--- src/rtl/cpu_pkg.sv ---
// Shared fetch-side types and constants for the instruction fetch unit.
package cpu_pkg;

  localparam int ADDR_W = 32;
  localparam int DATA_W = 32;
  localparam logic [31:0] NOP_INST = 32'h0000_0000;

  typedef enum logic [1:0] {
    REQ  = 2'd0,
    WAIT = 2'd1,
    DROP = 2'd2
  } fetch_state_t;

endpackage

--- src/rtl/inst_fetch_unit.sv ---
// Instruction fetch: issues PC to instruction memory (one outstanding fetch),
// registers the returned word for IF/ID and stalls the PC until its address is issued.
module inst_fetch_unit #(
  parameter int                 ADDR_W   = cpu_pkg::ADDR_W,
  parameter int                 DATA_W   = cpu_pkg::DATA_W,
  parameter logic [DATA_W-1:0]  NOP_INST = cpu_pkg::NOP_INST
) (
  input  logic              clk,
  input  logic              rst_n,
  input  logic [ADDR_W-1:0] pc_addr,
  input  logic              flush,
  output logic              stall_out,
  output logic              imem_req_valid,
  input  logic              imem_req_ready,
  output logic [ADDR_W-1:0] imem_addr,
  input  logic              imem_rsp_valid,
  output logic              imem_rsp_ready,
  input  logic [DATA_W-1:0] imem_rsp_data,
  input  logic              id_ready,
  output logic              if_valid,
  output logic [DATA_W-1:0] if_inst,
  output logic [ADDR_W-1:0] if_pc
);

  import cpu_pkg::*;

  fetch_state_t      r_state;
  fetch_state_t      w_state_nxt;
  logic [ADDR_W-1:0] r_req_pc;
  logic              r_if_valid;
  logic [DATA_W-1:0] r_if_inst;
  logic [ADDR_W-1:0] r_if_pc;

  logic w_free;
  logic w_req_fire;
  logic w_rsp_fire;
  logic w_load;

  assign w_free     = ~r_if_valid | id_ready;
  assign w_req_fire = imem_req_valid & imem_req_ready;
  assign w_rsp_fire = imem_rsp_valid & imem_rsp_ready;
  // Only a response in WAIT carries a live instruction; DROP responses are stale.
  assign w_load     = (r_state == WAIT) & w_rsp_fire & ~flush;

  always_comb begin
    w_state_nxt    = r_state;
    imem_req_valid = 1'b0;
    imem_rsp_ready = 1'b0;
    case (r_state)
      REQ: begin
        imem_req_valid = ~flush;
        if (~flush & imem_req_ready) w_state_nxt = WAIT;
      end
      WAIT: begin
        imem_rsp_ready = w_free;
        if (imem_rsp_valid & w_free) w_state_nxt = REQ;
        else if (flush)              w_state_nxt = DROP;
      end
      DROP: begin
        imem_rsp_ready = 1'b1;
        if (imem_rsp_valid) w_state_nxt = REQ;
      end
      default: w_state_nxt = REQ;
    endcase
  end

  // Redirect must never be blocked: the PC prioritises stall over its target.
  assign stall_out = ~w_req_fire & ~flush;
  assign imem_addr = pc_addr;

  always_ff @(posedge clk or negedge rst_n) begin
    if (!rst_n) begin
      r_state  <= REQ;
      r_req_pc <= '0;
    end else begin
      r_state <= w_state_nxt;
      if (w_req_fire) r_req_pc <= pc_addr;
    end
  end

  always_ff @(posedge clk or negedge rst_n) begin
    if (!rst_n) begin
      r_if_valid <= 1'b0;
      r_if_inst  <= NOP_INST;
      r_if_pc    <= '0;
    end else if (flush) begin
      r_if_valid <= 1'b0;
      r_if_inst  <= NOP_INST;
    end else if (w_load) begin
      r_if_valid <= 1'b1;
      r_if_inst  <= imem_rsp_data;
      r_if_pc    <= r_req_pc;
    end else if (id_ready) begin
      r_if_valid <= 1'b0;
    end
  end

  assign if_valid = r_if_valid;
  assign if_inst  = r_if_inst;
  assign if_pc    = r_if_pc;

endmodule

--- config.mk ---
export PLATFORM = sky130hd
export DESIGN_NAME = inst_fetch_unit
export DESIGN_NICKNAME = d
export VERILOG_FILES = /design/src/rtl/cpu_pkg.sv /design/src/rtl/inst_fetch_unit.sv
export SDC_FILE = /design/constraint.sdc
export NUM_CORES = 1
export LEC_CHECK = 0
export ABC_AREA = 1
export BUFFER_PORTS_ARGS = -buffer_cell sky130_fd_sc_hd__buf_2
export CAP_MARGIN = 20
export CORE_MARGIN = 4
export CORE_UTILIZATION = 30
export CTS_BUF_LIST = sky130_fd_sc_hd__clkbuf_8
export CTS_CLUSTER_DIAMETER = 40
export DETAILED_ROUTE_END_ITERATION = 12
export SETUP_SLACK_MARGIN = 0.02
export SYNTH_ARGS = -nofsm -noshare
export SYNTH_HDL_FRONTEND = slang
export SYNTH_SLANG_ARGS = --single-unit
--- constraint.sdc ---
create_clock -name clk -period 1.8 [get_ports clk]
set_input_delay 0.45 -clock clk [delete_from_list [all_inputs] [get_ports clk]]
set_output_delay 0.45 -clock clk [all_outputs]
set_load 0.005 [all_outputs]
After elaboration in Yosys (flattened, before gate mapping):

Cells that the tools add are included.
W data, S select, Z words.

* flip-flop bits (word level): 99
* logic and storage cells: 38
* bits of input ports: 70

* equality and inequality tests: 5
* reduce and logical (&&, ||, !) cells: 5
* multiplexer cells: 12
* bitwise gates (word level): 11

Operator list (count)
* $mux W32: 2
* $mux W2: 4
* $and A1 B1 Y1: 7
* $pmux W2 S3: 1
* $mux W1: 4
* $ne A2 B2 Y1 const B: 2
* $ne A3 B2 Y1 const B: 1
* $not A1 Y1: 3
* $reduce_and A3 Y1: 1
* $reduce_bool A3 Y1: 1
* $eq A2 B1 Y1 const B: 1
* $eq A2 B2 Y1 const B: 1
* $logic_not A2 Y1: 1
* $pmux W1 S2: 1
* $reduce_and A2 Y1: 1
* $reduce_bool A2 Y1: 1
* $or A1 B1 Y1: 1

Depth between registers and ports, before layout:

* word-level depth: 8
* mapped depth: 9
* gate-level depth less buffers: 8

Worst setup path before layout:

No wires, ideal clock.

* path type: register to output
* start point: register r_state[0]
* end point: output imem_rsp_ready
* setup slack: 0.200 ns
* cell stages (with the launch flop): 6
* data arrival time: 1.150 ns
* data required time: 1.350 ns
* cell sequence: dfrtp_1 > inv_1 > ha_1 > inv_1 > a21oi_2 > buf_4

* longest elaborated chain between the ends: 2
* elaborated cells on any way between the ends: 3
* those cells by class: eq/ne (2); mux (1)

RTL lines
* start: declaration: RTL line inst_fetch_unit.sv:27 `fetch_state_t r_state;`
* start signal: assignment: RTL line inst_fetch_unit.sv:76 `r_state <= w_state_nxt;`
* $eq A2 B2 Y1 / $eq A2 B1 Y1 (equally long branches): RTL line inst_fetch_unit.sv:49 `case (r_state)`
* $pmux W1 S2 (*): RTL line inst_fetch_unit.sv:49
* end: declaration: RTL line inst_fetch_unit.sv:17 `output logic imem_rsp_ready,`

Every way passes the cells marked *; elsewhere a longest branch is shown, timed or not.

Worst setup path after layout:

Same ends and word-level chain as after synthesis.

==> flow_summary.yaml <==
status:
  status: "finished with violations"
  violations: "negative setup slack"
synth:
  syn_avg_cell_area_um2: 9.650
  syn_inst: 484
  ys_types: 23
  synth_edf_count: 0
  ys_top_cells_by_count: "nand2_1, dfrtp_1, inv_1"
  synthArstFlopShare: 1.000
  yosysWarnings: 0
  yosysTopAreaCellShare: 0.5304
  synth_seq_cells: 99
  syn-num-nets: 558
  seq_area_frac_synth: 0.5304
  yosysTopAreaCell: "dfrtp_1"
  synth_area_um2: 4671
  synth_top_flop_cell: "dfrtp_1"
  yosysMostFrequentCell: "nand2_1"
  yosys-top-cells-area: "dfrtp_1, nand2_1, mux2_4"
grt:
  track_usage: 0.1418
  grt-ovfl-total: 0
  grt_pass1_wl_um: 20150
  grt_max_degree: 38
  antenna_found_initial: 0
  grt_pass1_vias: 3907
timing:
  fin_tns_setup_ns: -0.09228
  grt_setup_unrepaired: "yes"
  fin_crit_ns: 1.892
  finalCritPeriodShare: 1.051
  holdWs_ns: 0.03979
  max_freq_ghz: 0.5285
  skew_ns: 0.01608
  timing.slew.headroom: 0.6544
  setup_viol: 1
  worst_slack_ns: -0.09228
  tightest_slew_ns: 0.5184
  hold_violations: 0
  slew_violations: 0
clocking:
  insertion_delay_ns: 0.37
  clockBufferDepth: 2
  cts_sinks: 99
  cts_tree: "done"
  clk_pin_slew_worst_paths_ns: 0.10
  cts_root_buf: "clkbuf_8"
  htree_levels: 3
  numCtsBuffers: 9
flow_run:
  drv_cap: 0
final_layout:
  seqCellArea_um2: 2477
  nets: 701
  area.growth.synth_to_final_pct: 25.02
  fin_area_um2: 5839
  layout-drive-gt1-share: 0.4066
  multi_input_comb_area_um2: 1669
  fill_cells: 1549
  antennaDiodeCount: 0
floorplan:
  die_h_um: 132.8
  die_w_um: 132.8
  core-area_um2: 15200
  start_util: 0.3072
  io_pins: 170
  die-area_um2: 17630
  rows: 45
worst_setup_path:
  worstSetupStartpointType: "flip-flop"
  crit_end: "imem_rsp_ready"
  required_ns: 1.35
  reg2reg_to: "if_pc[8]"
  end_kind: "primary output"
  r2r-start: "r_state[0]"
  arrival_ns: 1.44
  crit_fanout: 3
  crit_type: "reg2out"
  reg2reg_depth: 8
  r2r_setup_slack_ns: 0.20
  critPathLaunch: "r_state[0]"
route:
  first_pass_iters: 4
  via_per_inst: 4.570
  vias: 3747
  post-route-drc-count: 0
  avgRoutedWirePerCell_um: 15.06
  routed_wl_um: 12350
  ant_nets: 0
  drt_iter0_drc: 138
min_path:
  holdCritPathClass: "in2async"
placed_design:
  dpl_cell_area_um2: 5544
  place.port_buffers: 169
  finalWeightedCongestion: 0.7768
  dp_hpwl_um: 8681
power_and_ir_drop:
  p_leak_nw: 3.417
  ir_drop_uv: 504.1
  p_per_area_nw_per_um2: 1314
  power_mw: 7.671
-- timing repair --
| item | in CTS | in global routing |
|---|---|---|
| resized for setup | 12 | 2 |
| pin swaps | 2 | 1 |
| setup endpoints to repair | 3 | 4 |
| buffers inserted | 7 | 1 |
| hold buffers | 0 | 0 |
| gates cloned | 0 | 0 |
-- routing by layer --
layer,up-vias,track usage,share of wire
li1,1797,-,-
met1,1788,0.1865,0.44
met5,-,0,0
met2,153,0.2223,0.47
met3,9,0.04981,0.080
met4,0,0.03984,0.0091
-- final cells by class --
class | instances | area share
Timing Repair Buffer | 193 | 0.1907
Sequential cell | 99 | 0.4243
Clock buffer | 9 | 0.02121
Inverter | 40 | 0.02614
Multi-Input combinational cell | 284 | 0.2858
Tap cell | 188 | 0.04028
Clock inverter | 7 | 0.01157
-- worst max-delay path: stages, from the launching register on --
cell and delay [ns]:
dfrtp_1 0.43, inv_2 0.11, ha_1 0.17, inv_2 0.07, a21oi_4 0.16, buf_2 0.13
-- registers in the layout (all words and copies together) (netlist names) --
register  count
r_req_pc     32
if_inst      32
r_state       2
if_pc        32
if_valid      1
-- worst min path at each step --
stage                     slack [ns]  startpoint     endpoint  cells after the start
after floorplan                 0.15       rst_n   if_inst[0]                      0
after global placement          0.45       rst_n  if_inst[15]                      1
after detailed placement        0.46   if_pc[12]    if_pc[12]                      2
after CTS                       0.03       rst_n   r_state[0]                      1
after global routing            0.05       rst_n  if_inst[15]                      1
final                           0.04       rst_n  if_inst[19]                      1
-- metrics by stage --
| step | setup slack (ns) | std cells | util |
|---|---|---|---|
| after floorplan | 0.1997 | 484 | - |
| after global placement | 0.1665 | 796 | 0.3647 |
| after detailed placement | 0.1449 | 796 | 0.3647 |
| after CTS | -0.09777 | 819 | 0.3831 |
| after global routing | -0.1840 | 820 | 0.3841 |
| final | -0.09228 | 820 | 0.3841 |
-- placed cells by master, fill, tap and decap left out --
cell        netlist  final
nand3_1          34     34
ha_4              0      2
nand4_1          32     32
nor2_8            1      1
a21oi_4           0      1
nand4_2           1      1
a21oi_2           1      1
buf_4            36     18
clkinvlp_4        0      2
inv_6             0      1
mux2_2            2      2
nor2_1           33     33
inv_2             2      6
nand3_2           1      1
buf_12            0      6
o21ai_0           1      1
nand2_1         139    138
clkbuf_8          0      9
nand2_2           1      2
clkinv_2          0      2
buf_6             4      2
a21oi_1           2      1
ha_1              4      2
bufinv_16         0      1
inv_1            38     34
buf_2            15    167
inv_4             0      1
a21boi_0          1      1
nand2_4           1      1
mux2_4           30     30
dfrtp_1          99     99
-- power by group --
group          internal, mW  switching, mW  total, mW
clock                 0.638          0.790       1.43
combinational          1.47           1.37       2.84
sequential             2.97          0.438       3.40
total                  5.08           2.59       7.67
-- cells by family (layout without fill, tap and decap cells) --
family,after synthesis,in the layout,share of synthesized area
flip-flops,99,99,0.5304
adder cells (fa/ha/maj),4,4,0.01072
multiplexers,32,32,0.1013
AND/OR/NAND/NOR,243,243,0.2304
AO/OA/AOI/OAI,5,5,0.006697
buffers and inverters,101,249,0.1205
No activity file was read; power rests on OpenSTA's default activity.
